--- src/rtl/bcd_disp_pkg.sv ---
// bcd_disp_pkg: shared digit type and 7-segment codes for the scanned BCD display.
package bcd_disp_pkg;
    localparam int NUM_DIGITS = 6;
    typedef logic [3:0] bcd_digit_t;
    // Active-high patterns, bit order {g,f,e,d,c,b,a}
    localparam logic [6:0] SEG_0    = 7'h3F;
    localparam logic [6:0] SEG_1    = 7'h06;
    localparam logic [6:0] SEG_2    = 7'h5B;
    localparam logic [6:0] SEG_3    = 7'h4F;
    localparam logic [6:0] SEG_4    = 7'h66;
    localparam logic [6:0] SEG_5    = 7'h6D;
    localparam logic [6:0] SEG_6    = 7'h7D;
    localparam logic [6:0] SEG_7    = 7'h07;
    localparam logic [6:0] SEG_8    = 7'h7F;
    localparam logic [6:0] SEG_9    = 7'h6F;
    localparam logic [6:0] SEG_DASH = 7'h40;
    localparam logic [6:0] SEG_OFF  = 7'h00;
endpackage

--- src/rtl/seg7_decode.sv ---
// seg7_decode: BCD digit to active-high 7-segment pattern; non-decimal codes show a dash.
module seg7_decode
    import bcd_disp_pkg::*;
(
    input  bcd_digit_t digit,
    output logic [6:0] pattern
);
    always_comb begin
        case (digit)
            4'd0:    pattern = SEG_0;
            4'd1:    pattern = SEG_1;
            4'd2:    pattern = SEG_2;
            4'd3:    pattern = SEG_3;
            4'd4:    pattern = SEG_4;
            4'd5:    pattern = SEG_5;
            4'd6:    pattern = SEG_6;
            4'd7:    pattern = SEG_7;
            4'd8:    pattern = SEG_8;
            4'd9:    pattern = SEG_9;
            default: pattern = SEG_DASH;
        endcase
    end
endmodule

--- src/rtl/bcd_scan_display.sv ---
// bcd_scan_display: double-buffered 6-digit multiplexed 7-segment driver with
// leading-zero blanking; new values swap in only at frame boundaries.
module bcd_scan_display
    import bcd_disp_pkg::*;
#(
    parameter int REFRESH_DIV    = 50000,
    parameter bit SEG_ACTIVE_LOW = 1'b1,
    parameter bit AN_ACTIVE_LOW  = 1'b1,
    parameter bit BLANK_LZ       = 1'b1
) (
    input  logic       clk,
    input  logic       rst_n,
    input  logic       load_i,
    input  logic [3:0] ones_i,
    input  logic [3:0] tens_i,
    input  logic [3:0] hundreds_i,
    input  logic [3:0] thousands_i,
    input  logic [3:0] ten_thousands_i,
    input  logic       hundred_thousands_i,
    input  logic       blank_i,
    output logic [6:0] seg_o,
    output logic [5:0] an_o,
    output logic       pending_o
);
    localparam int PW = $clog2(REFRESH_DIV);
    localparam logic [PW-1:0] LAST = PW'(REFRESH_DIV - 1);
    localparam logic [6:0] SEG_POL = SEG_ACTIVE_LOW ? 7'h7F : 7'h00;
    localparam logic [5:0] AN_POL = AN_ACTIVE_LOW ? 6'h3F : 6'h00;

    logic [PW-1:0] prescaler;
    logic [2:0] idx;
    bcd_digit_t in_digits [NUM_DIGITS];
    bcd_digit_t shadow [NUM_DIGITS];
    bcd_digit_t disp [NUM_DIGITS];
    logic [NUM_DIGITS-1:0] zero_run;
    logic tick, frame_end, blanked, off;
    bcd_digit_t cur;
    logic [6:0] pattern;

    assign in_digits = '{ones_i, tens_i, hundreds_i, thousands_i, ten_thousands_i,
                         {3'b000, hundred_thousands_i}};
    assign tick = prescaler == LAST;
    assign frame_end = tick && idx == 3'(NUM_DIGITS - 1);
    assign cur = disp[idx];

    // zero_run[n]: disp digits n..5 are all zero
    always_comb begin
        logic z;
        z = 1'b1;
        zero_run = '0;
        for (int n = NUM_DIGITS - 1; n >= 0; n--) begin
            z = z && disp[n] == 4'd0;
            zero_run[n] = z;
        end
    end

    assign blanked = BLANK_LZ && idx != 3'd0 && zero_run[idx];
    assign off = blank_i || blanked;

    seg7_decode u_dec (.digit(cur), .pattern(pattern));

    always_ff @(posedge clk or negedge rst_n) begin
        if (!rst_n) begin
            prescaler <= '0;
            idx       <= '0;
            shadow    <= '{default: '0};
            disp      <= '{default: '0};
            pending_o <= 1'b0;
            seg_o     <= SEG_OFF ^ SEG_POL;
            an_o      <= AN_POL;
        end else begin
            prescaler <= tick ? '0 : prescaler + 1'b1;
            if (tick) idx <= (idx == 3'(NUM_DIGITS - 1)) ? 3'd0 : idx + 3'd1;
            if (load_i) shadow <= in_digits;
            // A load landing on frame_end bypasses the shadow entirely
            if (frame_end && (pending_o || load_i)) begin
                disp      <= load_i ? in_digits : shadow;
                pending_o <= 1'b0;
            end else if (load_i) begin
                pending_o <= 1'b1;
            end
            seg_o <= (off ? SEG_OFF : pattern) ^ SEG_POL;
            an_o  <= (off ? 6'd0 : 6'd1 << idx) ^ AN_POL;
        end
    end
endmodule

--- config.mk ---
export PLATFORM = sky130hd
export DESIGN_NAME = bcd_scan_display
export DESIGN_NICKNAME = d
export VERILOG_FILES = /design/src/rtl/bcd_disp_pkg.sv /design/src/rtl/seg7_decode.sv /design/src/rtl/bcd_scan_display.sv
export SDC_FILE = /design/constraint.sdc
export NUM_CORES = 1
export LEC_CHECK = 0
export CAP_MARGIN = 5
export CORE_ASPECT_RATIO = 0.8
export CORE_UTILIZATION = 34
export DETAILED_ROUTE_END_ITERATION = 12
export GPL_ROUTABILITY_DRIVEN = 1
export SLEW_MARGIN = 10
export SYNTH_ARGS = -nofsm -noshare
export SYNTH_HDL_FRONTEND = slang
export SYNTH_SLANG_ARGS = --single-unit
--- constraint.sdc ---
create_clock -name clk -period 2.7 [get_ports clk]
set_input_delay 0.54 -clock clk [delete_from_list [all_inputs] [get_ports clk]]
set_output_delay 0.54 -clock clk [all_outputs]
set_load 0.03 [all_outputs]
==> impl_summary.log <==
[metrics] sink count of the clock tree: 81
[metrics] Final min period: roughly 2400 ps
[metrics] Cell Count, Final, Fillers Out: 487
[metrics] last weighted congestion value of the routability-driven placer: around 0.85
[metrics] DIE WIDTH: approximately 120 um
[metrics] sum of routed wire length over all layers: just over 7000 um
[metrics] EDFF count, synth: 0
[metrics] post-synthesis instance area: 3720 sq um
[metrics] Clock Path Buffers: 2
[metrics] share of final-layout standard cells stronger than drive strength 1: approximately 27%
[metrics] Setup Crit Path Kind: flip-flop to flip-flop
[metrics] leakage dissipation: about 2.2 nW
[metrics] number of setup violations in the final report: 0
[metrics] number of warnings issued by yosys: 0
[metrics] Primary FF master, synth: dfrtp_1
[metrics] area added between synthesis and finish: 24.1%
[metrics] slew at the pin closest to its max-slew limit: ~660 ps
[metrics] syn avg cell area: 12.6 sq um
[metrics] remaining routing DRC violations: 0
[metrics] placement row count: 33
[metrics] worst min path class: input pin to async pin
[metrics] capturing element type of the critical path: flip-flop
[metrics] flip-flop and latch count after synthesis: slightly above 80
[metrics] largest net degree at the start of global routing: 46
[metrics] portion of synthesized cell area occupied by the leading cell type: ~46%
[metrics] I/O pin cnt: 39
[metrics] root buffer cell: clkbuf_16
[metrics] Max Fclk: ~420 MHz
[metrics] dominant cells by area after synthesis: dfrtp_1, dfstp_2, mux2_2
[metrics] leading cell types in the layout, fill and taps excluded: dfrtp_1, clkdlybuf4s50_1, mux2_2
[metrics] Pwr Density: 579 nW/um^2
[metrics] final HPWL from detailed placement: a little over 5000 um
[metrics] initial drt markers: 99
[metrics] wire length per cell: about 15 um
[metrics] Slew headroom: approximately 55%
[metrics] cell count after synthesis: 296
[metrics] outcome: finished clean
[metrics] DR pass1 iterations: 6
[metrics] count of max-cap constraint violations: 0
[metrics] total clock buffers created by CTS: 9
[metrics] fraction of synthesis flops using an asynchronous set or reset pin: 100%
[metrics] Layout Skew: approximately 5.7 ps
[metrics] latest clock arrival within the worst-skew pair: approximately 330 ps
[metrics] Die Area: 11400 sq um
[metrics] per-cell via count in the routed design: 4.80
[metrics] area of the core: between 10000 and 15000 sq um
[metrics] wire length of the first global-routing pass: about 12000 um
[metrics] vias in the first global route: around 2.4k
[metrics] unique cell type count in the Yosys netlist: 44
[metrics] library cell occupying the most area in the post-synthesis netlist: dfrtp_1
[metrics] Pins Over Slew Limit: 0
[metrics] number of nets in the layout: between 300 and 400
[metrics] clock tree from TritonCTS: built
[metrics] final-report hold violation count: 0
[metrics] initial antenna violation count: 0
[metrics] Period Utilization, post-route: 87.9%
[metrics] Placement Cell Area: between 4000 and 5000 sq um
[metrics] Setup TNS Final: 0 ps
[metrics] number of H-tree levels: 3
[metrics] # hold bufs at CTS: 0
[metrics] Clock transition at path regs: about 60 ps
[metrics] vias after detailed routing: around 2.3k
[metrics] die extent in y: 95.6 um
[metrics] Setup crit start kind: flip-flop
[metrics] final instance area: about 4600 sq um
[metrics] Arr. time, crit path: 2640 ps
[metrics] PortBufs: 38
[metrics] startpoint of the most critical setup path: idx[1]
[metrics] fraction of the yosys area taken by sequential cells: a little over half
[metrics] R2R Path Start: idx[1]
[metrics] most common library cell in the layout ignoring fill and taps: dfrtp_1
[metrics] power after layout: ~2.7 mW
[metrics] remaining antenna violation count: 0
[metrics] setup repair after global routing missed its margin: no
[metrics] total global-route track usage: between 10% and 20%
[metrics] Critical Path Fanout Max: 19
[metrics] net count after synthesis: ~330
[metrics] initial cell density of the core: between 30% and 40%
[metrics] cell count after placement: 473
[metrics] highest ir drop seen on vdd: between 0.3 and 0.4 mV
[metrics] worst endpoint required time: between 2000 and 3000 ps
[metrics] grt total ovfl: 0
[metrics] Inserted Diodes: 0
==> cell families after synthesis <==
logic type	count (synthesis)	share of synthesized area [%]
DFF	81	54.9
and+or+nand+nor	85	12.6
muxes	51	17.4
xor gates and xnor gates	15	3.53
AOI/OAI and AO/OA	36	6.56
adders and majority gates	7	2.35
buffers and inverters	21	2.62
==> synthesized netlist by cell type (2+ instances only) <==
cell type  number
mux2_2         28
inv_1           8
a31oi_1         2
mux2i_1         3
xnor2_1         5
a21oi_1         5
nand3_1        11
nor2_1         23
dfrtp_1        68
ha_1            7
xor2_1         10
nand4_1         3
mux2_4         20
clkbuf_1        6
nor2b_1         8
buf_6           2
nor3_1          3
buf_1           2
or2_2           2
o2111ai_1       4
o211ai_1        3
nor4_1          5
a21o_1          6
nand2b_1        3
o21a_1          2
nand2_1        13
dfstp_2        13
and2_1          5
o21ai_0         9
buf_2           3
==> final timing paths <==
| kind | endpoint | slack [ps] | depth (start not counted) |
|---|---|---|---|
| min in group clk | prescaler[0] | 480 | 1 |
| worst min-delay path | shadow[7] | 170 | 1 |
| worst max register to register | seg_o[5] | 330 | 9 |
| max in group asynchronous | an_o[3] | 1900 | 2 |
| worst min register to register | prescaler[0] | 480 | 1 |
| worst max-delay path | seg_o[5] | 330 | 9 |
==> power breakdown <==
part	total, mW	switching [mW]	internal (mW)	leakage [nW]
clock network	1.26	0.444	0.819	0.152
registers	1.26	0.00845	1.26	1.02
logic	0.146	0.0693	0.0766	1.04
total	2.67	0.522	2.15	2.21
==> flip-flops by register name, indices dropped and copies added, names as in the netlist <==
name,cells
an_o,6
disp,24
seg_o,7
shadow,24
pending_o,1
idx,3
prescaler,16
==> stage by stage <==
step | utilization, % | hold WS [ps] | worst slack, ps
3_3_place_gp | 41.2 | 471 | 290
6_report | 44.2 | 169 | 327
2_1_floorplan | - | 244 | 369
3_5_place_dp | 41.2 | 480 | 163
5_1_grt | 44.2 | 206 | 152
4_1_cts | 44.2 | 184 | 155
==> routing by layer <==
layer | share of wire [%] | GRT usage, % | wire (um) | vias to the layer above
met2 | 43 | 19.9 | 3090 | 53
li1 | - | - | - | 1131
met4 | 1.4 | 4.11 | 97 | 0
met3 | 4.4 | 4.55 | 314 | 7
met5 | 0 | 0 | 0 | -
met1 | 51 | 19.1 | 3650 | 1147
==> critical path, stage by stage (launching register included) <==
cell,delay (ps)
dfrtp_2,550
mux2i_1,220
nor2_1,80
o221ai_1,210
and2_1,230
inv_1,90
ha_1,180
nor2b_1,130
or4_1,410
a21o_1,190
==> repair_timing <==
action                                  4_1_cts  5_1_grt
gates resized for setup                       0        1
hold endpoints to repair                      0        0
endpoints found under the setup margin        0        1
buffers inserted                              0        0
==> cell type report <==
type	count	area [sq um]
sequential	81	2040
clock buffer	10	239
multi-input combinational	194	1580
tap	140	175
fill	964	5830
inverter	8	30.0
clock inverter	4	68.8
timing repair buffer	50	480
(Power assumes the default switching activity.)
